[config.mk]
export PLATFORM = sky130hd
export DESIGN_NAME = ibex_rf_wb_arbiter
export DESIGN_NICKNAME = d
export VERILOG_FILES = /design/src/rtl/ibex_rf_wb_arbiter_pkg.sv /design/src/rtl/ibex_rf_pending_fifo.sv /design/src/rtl/ibex_rf_wb_arbiter.sv
export SDC_FILE = /design/constraint.sdc
export NUM_CORES = 1
export LEC_CHECK = 0
export ABC_CLOCK_PERIOD_IN_PS = 3500
export CAP_MARGIN = 10
export CORE_UTILIZATION = 63
export CTS_CLUSTER_DIAMETER = 40
export DETAILED_ROUTE_END_ITERATION = 7
export DONT_BUFFER_PORTS = 1
export PLACE_DENSITY = 0.86
export SETUP_SLACK_MARGIN = 0.02
export SYNTH_ARGS = -nofsm -noshare
export SYNTH_HDL_FRONTEND = slang
export SYNTH_HIERARCHICAL = 1
export SYNTH_SLANG_ARGS = --single-unit
[constraint.sdc]
create_clock -name clk_i -period 3.5 [get_ports clk_i]
set_input_delay 0.525 -clock clk_i [delete_from_list [all_inputs] [get_ports clk_i]]
set_output_delay 0.525 -clock clk_i [all_outputs]
set_load 0.03 [all_outputs]
[src/rtl/ibex_rf_wb_arbiter_pkg.sv]
// Shared register-address definitions for the register-file write-back arbiter
// and its pending-load FIFO.
package ibex_rf_wb_arbiter_pkg;

  localparam int unsigned RegAddrW = 5;

  typedef logic [RegAddrW-1:0] reg_addr_t;

  localparam reg_addr_t RegX0 = '0;

  function automatic logic is_x0(input reg_addr_t addr);
    return addr == RegX0;
  endfunction

endpackage

[src/rtl/ibex_rf_pending_fifo.sv]
// In-order FIFO of destination registers for outstanding loads; every entry and its
// valid bit are exposed so the decode stage can detect load-use hazards.
module ibex_rf_pending_fifo
  import ibex_rf_wb_arbiter_pkg::*;
#(
  parameter int unsigned Depth = 2
) (
  input  logic                    clk_i,
  input  logic                    rst_ni,
  input  logic                    push_i,
  input  reg_addr_t               push_addr_i,
  input  logic                    pop_i,
  output reg_addr_t               head_addr_o,
  output logic                    full_o,
  output logic                    empty_o,
  output logic      [Depth-1:0]   entry_valid_o,
  output reg_addr_t [Depth-1:0]   entry_addr_o
);

  localparam int unsigned PtrW = $clog2(Depth);
  localparam int unsigned CntW = PtrW + 1;
  localparam logic [PtrW-1:0] PtrOne = PtrW'(1);
  localparam logic [CntW-1:0] CntOne = CntW'(1);

  reg_addr_t [Depth-1:0] mem_q;
  logic      [PtrW-1:0]  wr_ptr_q, wr_ptr_d;
  logic      [PtrW-1:0]  rd_ptr_q, rd_ptr_d;
  logic      [CntW-1:0]  count_q, count_d;

  always_comb begin
    wr_ptr_d = push_i ? wr_ptr_q + PtrOne : wr_ptr_q;
    rd_ptr_d = pop_i  ? rd_ptr_q + PtrOne : rd_ptr_q;
    count_d  = count_q;
    if (push_i && !pop_i) begin
      count_d = count_q + CntOne;
    end else if (pop_i && !push_i) begin
      count_d = count_q - CntOne;
    end
  end

  always_ff @(posedge clk_i or negedge rst_ni) begin
    if (!rst_ni) begin
      wr_ptr_q <= '0;
      rd_ptr_q <= '0;
      count_q  <= '0;
    end else begin
      wr_ptr_q <= wr_ptr_d;
      rd_ptr_q <= rd_ptr_d;
      count_q  <= count_d;
    end
  end

  // Address storage is only meaningful under its valid bit, so it carries no reset.
  always_ff @(posedge clk_i) begin
    if (push_i) begin
      mem_q[wr_ptr_q] <= push_addr_i;
    end
  end

  for (genvar i = 0; i < Depth; i++) begin : g_valid
    logic [PtrW-1:0] offset;
    assign offset           = PtrW'(i) - rd_ptr_q;
    assign entry_valid_o[i] = {1'b0, offset} < count_q;
  end

  assign head_addr_o  = mem_q[rd_ptr_q];
  assign entry_addr_o = mem_q;
  assign full_o       = count_q == CntW'(Depth);
  assign empty_o      = count_q == '0;

endmodule

[src/rtl/ibex_rf_wb_arbiter.sv]
// Arbitrates the single register-file write port between ALU results and in-order
// load responses, with a one-entry holding register for loads that lose arbitration.
module ibex_rf_wb_arbiter
  import ibex_rf_wb_arbiter_pkg::*;
#(
  parameter int unsigned DataWidth = 32,
  parameter int unsigned LoadDepth = 2
) (
  input  logic                 clk_i,
  input  logic                 rst_ni,
  input  logic                 ex_we_i,
  input  logic [RegAddrW-1:0]  ex_waddr_i,
  input  logic [DataWidth-1:0] ex_wdata_i,
  output logic                 ex_ready_o,
  input  logic                 lsu_req_i,
  input  logic [RegAddrW-1:0]  lsu_req_waddr_i,
  output logic                 lsu_req_ready_o,
  input  logic                 lsu_rvalid_i,
  input  logic [DataWidth-1:0] lsu_rdata_i,
  input  logic                 lsu_err_i,
  input  logic [RegAddrW-1:0]  raddr_a_i,
  input  logic [RegAddrW-1:0]  raddr_b_i,
  output logic                 hazard_a_o,
  output logic                 hazard_b_o,
  output logic                 rf_we_o,
  output logic [RegAddrW-1:0]  rf_waddr_o,
  output logic [DataWidth-1:0] rf_wdata_o,
  output logic                 err_o
);

  logic                       fifo_full, fifo_empty;
  logic                       fifo_push, fifo_pop;
  reg_addr_t                  fifo_head;
  logic      [LoadDepth-1:0]  fifo_valid;
  reg_addr_t [LoadDepth-1:0]  fifo_addr;

  logic                 hold_valid_q, hold_valid_d;
  reg_addr_t            hold_addr_q, hold_addr_d;
  logic [DataWidth-1:0] hold_data_q, hold_data_d;
  logic                 err_q, err_d;

  logic                 resp_empty_err, req_full_err;
  logic                 load_wr;
  logic                 sel_valid;
  reg_addr_t            sel_addr;
  logic [DataWidth-1:0] sel_data;

  ibex_rf_pending_fifo #(
    .Depth (LoadDepth)
  ) u_pending_fifo (
    .clk_i         (clk_i),
    .rst_ni        (rst_ni),
    .push_i        (fifo_push),
    .push_addr_i   (lsu_req_waddr_i),
    .pop_i         (fifo_pop),
    .head_addr_o   (fifo_head),
    .full_o        (fifo_full),
    .empty_o       (fifo_empty),
    .entry_valid_o (fifo_valid),
    .entry_addr_o  (fifo_addr)
  );

  // A response on a full FIFO frees a slot in the same cycle.
  assign lsu_req_ready_o = !fifo_full || lsu_rvalid_i;
  assign ex_ready_o      = !hold_valid_q;

  assign resp_empty_err = lsu_rvalid_i && fifo_empty;
  assign req_full_err   = lsu_req_i && !lsu_req_ready_o;
  assign fifo_pop       = lsu_rvalid_i && !fifo_empty;
  assign fifo_push      = lsu_req_i && lsu_req_ready_o && !resp_empty_err;

  // Errored and x0 responses retire from the FIFO but never occupy the write port.
  assign load_wr = fifo_pop && !lsu_err_i && !is_x0(fifo_head);

  always_comb begin
    sel_valid    = 1'b0;
    sel_addr     = RegX0;
    sel_data     = '0;
    hold_valid_d = 1'b0;
    hold_addr_d  = hold_addr_q;
    hold_data_d  = hold_data_q;
    if (load_wr) begin
      hold_addr_d = fifo_head;
      hold_data_d = lsu_rdata_i;
    end
    if (hold_valid_q) begin
      sel_valid    = 1'b1;
      sel_addr     = hold_addr_q;
      sel_data     = hold_data_q;
      hold_valid_d = load_wr;
    end else if (ex_we_i) begin
      sel_valid    = 1'b1;
      sel_addr     = ex_waddr_i;
      sel_data     = ex_wdata_i;
      hold_valid_d = load_wr;
    end else if (load_wr) begin
      sel_valid    = 1'b1;
      sel_addr     = fifo_head;
      sel_data     = lsu_rdata_i;
    end
  end

  assign rf_we_o    = sel_valid && !is_x0(sel_addr);
  assign rf_waddr_o = sel_addr;
  assign rf_wdata_o = sel_data;

  assign err_d = err_q || resp_empty_err || req_full_err;
  assign err_o = err_q;

  always_ff @(posedge clk_i or negedge rst_ni) begin
    if (!rst_ni) begin
      hold_valid_q <= 1'b0;
      err_q        <= 1'b0;
    end else begin
      hold_valid_q <= hold_valid_d;
      err_q        <= err_d;
    end
  end

  always_ff @(posedge clk_i) begin
    hold_addr_q <= hold_addr_d;
    hold_data_q <= hold_data_d;
  end

  always_comb begin
    hazard_a_o = 1'b0;
    hazard_b_o = 1'b0;
    for (int i = 0; i < int'(LoadDepth); i++) begin
      if (fifo_valid[i] && fifo_addr[i] == raddr_a_i) hazard_a_o = 1'b1;
      if (fifo_valid[i] && fifo_addr[i] == raddr_b_i) hazard_b_o = 1'b1;
    end
    if (hold_valid_q && hold_addr_q == raddr_a_i) hazard_a_o = 1'b1;
    if (hold_valid_q && hold_addr_q == raddr_b_i) hazard_b_o = 1'b1;
    if (is_x0(raddr_a_i)) hazard_a_o = 1'b0;
    if (is_x0(raddr_b_i)) hazard_b_o = 1'b0;
  end

endmodule

# [Word level (Yosys, flattened, before mapping)]
# Cells that the tools add are included.
[op_classes] eq_ne=7 magnitude_cmp=5 n_shift=0 mul=0 bitwise=0 add_sub_neg=6 mux=26 n_reduce_logical=36 div=0
[op_table] operator="32-bit 2-to-1 mux" count=3
[op_table] operator="5-bit equality test" count=6
[op_table] operator="5-bit 2-to-1 mux" count=6
[op_table] operator="5-bit logical NOT" count=4
[op_table] operator="1-bit logical AND" count=17
[op_table] operator="1-bit 2-to-1 mux" count=13
[op_table] operator="10-bit bitwise mux" count=1
[op_table] operator="1-bit logical NOT" count=10
[op_table] operator="5-bit demux with 1-bit select" count=1
[op_table] operator="1-bit by 2-bit less-than comparator with 1-bit output" count=2
[op_table] operator="1-bit by 2-bit less-than comparator with 1-bit output (second input constant)" count=2
[op_table] operator="2-bit 2-to-1 mux" count=2
[op_table] operator="1-bit logical OR" count=3
[op_table] operator="1-bit adder (second input constant)" count=2
[op_table] operator="2-bit by 1-bit adder with 2-bit output (second input constant)" count=1
[op_table] operator="2-bit equality test (second input constant)" count=1
[op_table] operator="2-bit logical NOT" count=1
[op_table] operator="2-bit nonzero test" count=1
[op_table] operator="1-bit subtractor (first input constant)" count=2
[op_table] operator="2-bit by 1-bit subtractor with 2-bit output (second input constant)" count=1
[op_table] operator="1-bit >= comparator (second input constant)" count=1
[word_totals] input_bits=90 output_inout_bits=43 memories=0 mem_bits_rw=0 register_bits=53 latch_bits=0 rom_bits=0

# [Depth between registers and ports, before layout]
[logic_depth] word_depth=11 ltp_mapped=7 mapped_depth_nobuf=7

# [Modules after synthesis]
# The synthesis kept the hierarchy.
[by_module_without_submodules] module="ibex_rf_wb_arbiter" instances=1 cells_each=265 area_per_inst_um2=2551.2
[by_module_without_submodules] module="ibex_rf_pending_fifo" instances=1 cells_each=35 area_per_inst_um2=571.8

# [Worst setup path after synthesis]
# OpenSTA, ideal clock, no wires.
[synth_path] path_type="register -> output" startpoint="register u_pending_fifo.count_q[0]" endpoint="output port rf_wdata_o[0]" arrival_time_ps=2991 path_stages_with_launch=8 setup_slack_ps=-16 required_time_ps=2975 cell_sequence="dfrtp_1 > nor2_1 > or3b_1 > buf_6 > a21oi_2 > nor3_1 > buf_2 > nor2_1"
[synth_between] elab_chain_cells=8
[synth_rtl] item="start: declaration" line="ibex_rf_pending_fifo.sv:28" rtl="logic [CntW-1:0] count_q, count_d;"
[synth_rtl] item="start signal: assignment" line="ibex_rf_pending_fifo.sv:49" rtl="count_q <= count_d;"
[synth_rtl] item="2-bit logical NOT" line="ibex_rf_pending_fifo.sv:69" rtl="assign empty_o = count_q == '0;"
[synth_rtl] item="via fifo_empty" line="ibex_rf_wb_arbiter.sv:31" rtl="logic fifo_full, fifo_empty;"
[synth_rtl] item="1-bit logical NOT" line="ibex_rf_wb_arbiter.sv:69" rtl="assign fifo_pop = lsu_rvalid_i && !fifo_empty;"
[synth_rtl] item="1-bit logical AND" line="ibex_rf_wb_arbiter.sv:69"
[synth_rtl] item="1-bit logical AND (2 in series)" line="ibex_rf_wb_arbiter.sv:73" rtl="assign load_wr = fifo_pop && !lsu_err_i && !is_x0(fifo_head);"
[synth_rtl] item="via load_wr" line="ibex_rf_wb_arbiter.sv:43" rtl="logic load_wr;"
[synth_rtl] item="32-bit 2-to-1 mux" line="ibex_rf_wb_arbiter.sv:96" rtl="end else if (load_wr) begin"
[synth_rtl] item="32-bit 2-to-1 mux" line="ibex_rf_wb_arbiter.sv:91" rtl="end else if (ex_we_i) begin"
[synth_rtl] item="32-bit 2-to-1 mux" line="ibex_rf_wb_arbiter.sv:86" rtl="if (hold_valid_q) begin"
[synth_rtl] item="end: declaration" line="ibex_rf_wb_arbiter.sv:27" rtl="output logic [DataWidth-1:0] rf_wdata_o,"
# The timed path passes the listed nets, and every way through them passes these cells.

# [Final worst setup path]
[layout_path] startpoint="register u_pending_fifo.count_q[0]" endpoint="output port rf_we_o"
[layout_between] elab_chain_cells=11
[layout_rtl] item="2-bit logical NOT" line="ibex_rf_pending_fifo.sv:69"
[layout_rtl] item="via fifo_empty" line="ibex_rf_wb_arbiter.sv:31"
[layout_rtl] item="1-bit logical NOT" line="ibex_rf_wb_arbiter.sv:69"
[layout_rtl] item="1-bit logical AND" line="ibex_rf_wb_arbiter.sv:69"
[layout_rtl] item="1-bit logical AND (2 in series)" line="ibex_rf_wb_arbiter.sv:73"
[layout_rtl] item="5-bit 2-to-1 mux" line="ibex_rf_wb_arbiter.sv:96"
[layout_rtl] item="5-bit 2-to-1 mux" line="ibex_rf_wb_arbiter.sv:91"
[layout_rtl] item="5-bit 2-to-1 mux" line="ibex_rf_wb_arbiter.sv:86"
[layout_rtl] item="via rf_waddr_o[4]" line="ibex_rf_wb_arbiter.sv:26" rtl="output logic [RegAddrW-1:0] rf_waddr_o,"
[layout_rtl] item="5-bit logical NOT" line="ibex_rf_wb_arbiter_pkg.sv:12" rtl="return addr == RegX0;"
[layout_rtl] item="1-bit logical NOT" line="ibex_rf_wb_arbiter.sv:103" rtl="assign rf_we_o = sel_valid && !is_x0(sel_addr);"
[layout_rtl] item="1-bit logical AND" line="ibex_rf_wb_arbiter.sv:103"
[layout_rtl] item="end: declaration" line="ibex_rf_wb_arbiter.sv:25" rtl="output logic rf_we_o,"
# The timed path passes the listed nets, and every way through them passes these cells.

==> tab_implementation.tex <==
\begin{tabular}{lr}
\hline
Metric & Value \\
\hline
\multicolumn{2}{l}{\textbf{Route}} \\
\quad DRC violations left & 0 \\
\quad DRT Pass-1 Iters & 4 \\
\quad Vias & between 2000 and 2500 \\
\quad Detailed router's first-iteration violation count & 200 \\
\quad Vias per cell & 5.893 \\
\quad Routed WL & 6844 um \\
\quad Antenna violation net count after detailed routing & 0 \\
\quad Average detailed-routed wire length per instance & 17.37 um \\
\multicolumn{2}{l}{\textbf{Final layout}} \\
\quad Total number of nets in the final design & around 420 \\
\quad Most frequent cells in the layout & nor2\_1 (69), edfxtp\_1 (47), buf\_4 (36) \\
\quad Most common cell after layout, fill and taps aside & nor2\_1 \\
\quad Layout Area Growth over Synthesis & 12.62\% \\
\quad Ratio of cells with drive above 1 in the final layout & 0.1621 \\
\quad N\_diodes & 0 \\
\quad Cell area after layout & about 3500 um2 \\
\quad Post-layout utilization of the core & 0.7397 \\
\multicolumn{2}{l}{\textbf{Timing}} \\
\quad Slew at the pin with the worst max-slew slack & 494.6 ps \\
\quad Setup TNS & 0 ps \\
\quad Number of pins exceeding their max-slew limit in the final report & 0 \\
\quad Final min period & 3095 ps \\
\quad Relative max-transition margin & 0.6703 \\
\quad Fin Clk Skew & between 10 and 15 ps \\
\quad Number of hold-slack violations in the final timing report & 0 \\
\quad Final cycle utilization of the critical path & 0.8842 \\
\quad Fmax achieved & 323.1 MHz \\
\quad Endpoints failing setup & 0 \\
\quad Unrepaired setup endpoints after global routing & false \\
\quad Least setup slack across all paths after layout & a little over 400 ps \\
\multicolumn{2}{l}{\textbf{Worst setup path}} \\
\quad Critical Setup Path Class & flip-flop to output pin \\
\quad Critical path fanouts, max & 6 \\
\quad Crit. End Element & output pin \\
\quad Critical Path RT & a little under 3000 ps \\
\quad Critical path startpoint category & flip-flop \\
\quad Arrival time at the worst endpoint & roughly 2600 ps \\
\multicolumn{2}{l}{\textbf{Place}} \\
\quad Buffers on Ports & 0 \\
\quad Placed Area & $\sim$3400 um2 \\
\quad Detail Placement HPWL & between 5000 and 6000 um \\
\quad Final estimated routing congestion in global placement & between 0.8 and 0.9 \\
\quad Worst-case setup slack after placement & about 750 ps \\
\multicolumn{2}{l}{\textbf{Yosys}} \\
\quad Post-synthesis adder-cell area fraction & 0.004006 \\
\quad Number of synthesized flops with an enable pin & between 40 and 50 \\
\quad Dominant combinational cell family by area after synthesis & simple AND/OR/NAND/NOR gates \\
\quad Synth Register Bits & 53 \\
\quad Post-Synth Simple-Gate Area & 0.1603 \\
\quad Netlist area before placement & roughly 3100 um2 \\
\quad Count of distinct cell types in the synthesized netlist & 35 \\
\quad Complex-gate fraction of the synthesized area & 0.08333 \\
\quad Sequential area share after synthesis & 0.5000 \\
\quad Post-Synthesis Net Count & just under 400 \\
\quad Syn\_area\_per\_cell & 10.41 um2 \\
\quad Xor/xnor cell area share of the yosys netlist & 0.09816 \\
\quad Gate Count Post-Synth & 300 \\
\quad Multiplexer area fraction after synthesis & 0.1206 \\
\quad Primary FF master, synth & edfxtp\_1 \\
\quad Ys Warns & 6 \\
\quad Ys async rst share & 0.1132 \\
\multicolumn{2}{l}{\textbf{Run status}} \\
\quad Run status & finished clean \\
\multicolumn{2}{l}{\textbf{Min path}} \\
\quad Worst min-delay path class & primary input to flip-flop \\
\multicolumn{2}{l}{\textbf{Die}} \\
\quad Height of the die & between 70 and 80 um \\
\quad Placeable Area & $\sim$4800 um2 \\
\quad Top Ports & about 130 \\
\quad Initial core utilization & 0.6568 \\
\quad Die Wd & a little over 70 um \\
\quad Num rows & 25 \\
\quad Die Area & $\sim$5200 um2 \\
\multicolumn{2}{l}{\textbf{Pwr}} \\
\quad Pwr Total & around 2.1 mW \\
\quad Worst IR drop on VDD & 336.0 uV \\
\quad Power per unit of standard cell area & approximately 600 nW/um2 \\
\quad Leakage power of the design & 1.417 nW \\
\multicolumn{2}{l}{\textbf{CTS}} \\
\quad Depth of the CTS H-tree & 2 \\
\quad Number of gates resized after CTS & 0 \\
\quad Buffers from clock root to sink, at most & 2 \\
\quad Clk sinks & between 50 and 60 \\
\quad CTS tree & done \\
\quad Clock edge transition at the registers on the reported setup and hold paths & roughly 100 ps \\
\quad Post-CTS setup-driven buffer insertion count & 0 \\
\quad Num CTS Buffers & 5 \\
\quad CTS Root Cell & clkbuf\_8 \\
\quad Clk Latency, worst-skew pair & approximately 300 ps \\
\multicolumn{2}{l}{\textbf{Global route}} \\
\quad Initial antenna violation count & 0 \\
\quad Total global routing track utilization & 0.2564 \\
\quad Wire length of the first global-routing pass & just over 10000 um \\
\quad Via count of the first global-routing pass & 2185 \\
\quad Maximum number of pins on one net before global-route repair & 42 \\
\quad Congestion Overflow GR & 0 \\
\multicolumn{2}{l}{\textbf{Run}} \\
\quad Number of max-cap violations & 0 \\
\hline
\end{tabular}
==> cell families after synthesis <==
logic type / count (synthesis)
adders and majority gates: 1
xor gates and xnor gates: 35
DFF: 53
AOI/OAI and AO/OA: 45
muxes: 37
buffers and inverters: 22
and+or+nand+nor: 107
==> metrics by stage <==
stage               instances  hold slack [ps]
detailed placement        385            229.6
finish                    394            316.2
CTS                       394            314.2
global placement          385            229.7
global route              394            293.7
floorplan                 300            229.4
==> critical path, stage by stage (launching register included) <==
cell	delay (ps)
dfrtp_1	460
nor2_1	230
or3b_1	320
nor4b_1	110
a221o_1	420
or4b_1	740
==> power breakdown <==
part           switching [mW]  internal (mW)
sequential              0.105          0.827
combinational           0.485          0.306
clock                   0.188          0.211
==> cell usage after synthesis, types with 4 or more instances <==
master | count | share of area
mux2_2 | 5 | 0.018
buf_2 | 12 | 0.019
nor2_1 | 69 | 0.083
xor2_1 | 28 | 0.079
mux2i_1 | 32 | 0.10
nor4b_1 | 4 | 0.011
edfxtp_1 | 47 | 0.45
nor3_1 | 4 | 0.0064
dfrtp_1 | 6 | 0.048
nor4_1 | 6 | 0.012
nand4_1 | 6 | 0.012
xnor2_1 | 7 | 0.020
a21oi_1 | 34 | 0.054
inv_1 | 4 | 0.0048
==> worst paths after layout <==
check	from	to	slack, ps	depth (start not counted)
setup / recovery	u_pending_fifo/count_q[0]$_DFFE_PN0P_	rf_we_o	410	5
hold / removal	lsu_rdata_i[21]	hold_data_q[21]$_DFFE_PN_	320	0
setup reg to reg	u_pending_fifo/count_q[0]$_DFFE_PN0P_	hold_data_q[0]$_DFFE_PN_	1400	4
hold reg to reg	u_pending_fifo/wr_ptr_q$_DFFE_PN0P_	u_pending_fifo/wr_ptr_q$_DFFE_PN0P_	490	1
max in group asynchronous	rst_ni	hold_valid_q$_DFF_PN0_	2700	1
min in group asynchronous	rst_ni	hold_valid_q$_DFF_PN0_	540	1
==> final cells by class <==
type                    instances  area (um2)
well taps                      67       83.83
clock buffers                   6       72.57
inverters                       4       15.01
clock inverters                 2       33.78
repair buffers                 37       280.3
flip-flops and latches         53        1563
fillers                       346        1237
multi-input cells             225        1469
==> per-layer routing <==
layer,track usage,wire length (um),vias up
met5,0,0,-
met4,0.06536,83,0
met3,0.07222,603,8
met2,0.4226,3331,119
met1,0.3361,2826,1074
li1,-,-,1121
==> flip-flops by register name, summed over array words and instances (netlist names) <==
signal and flops:
u_pending_fifo/entry_addr_o 10, err_o 1, hold_valid_q 1, u_pending_fifo/rd_ptr_q 1, u_pending_fifo/count_q 2, hold_addr_q 5, hold_data_q 32, u_pending_fifo/wr_ptr_q 1
==> timing repair <==
item                                    4_1_cts  5_1_grt
endpoints found under the setup margin        0        0
hold buffers                                  1        0
hold endpoints to repair                      6        0
(Power assumes the default switching activity.)
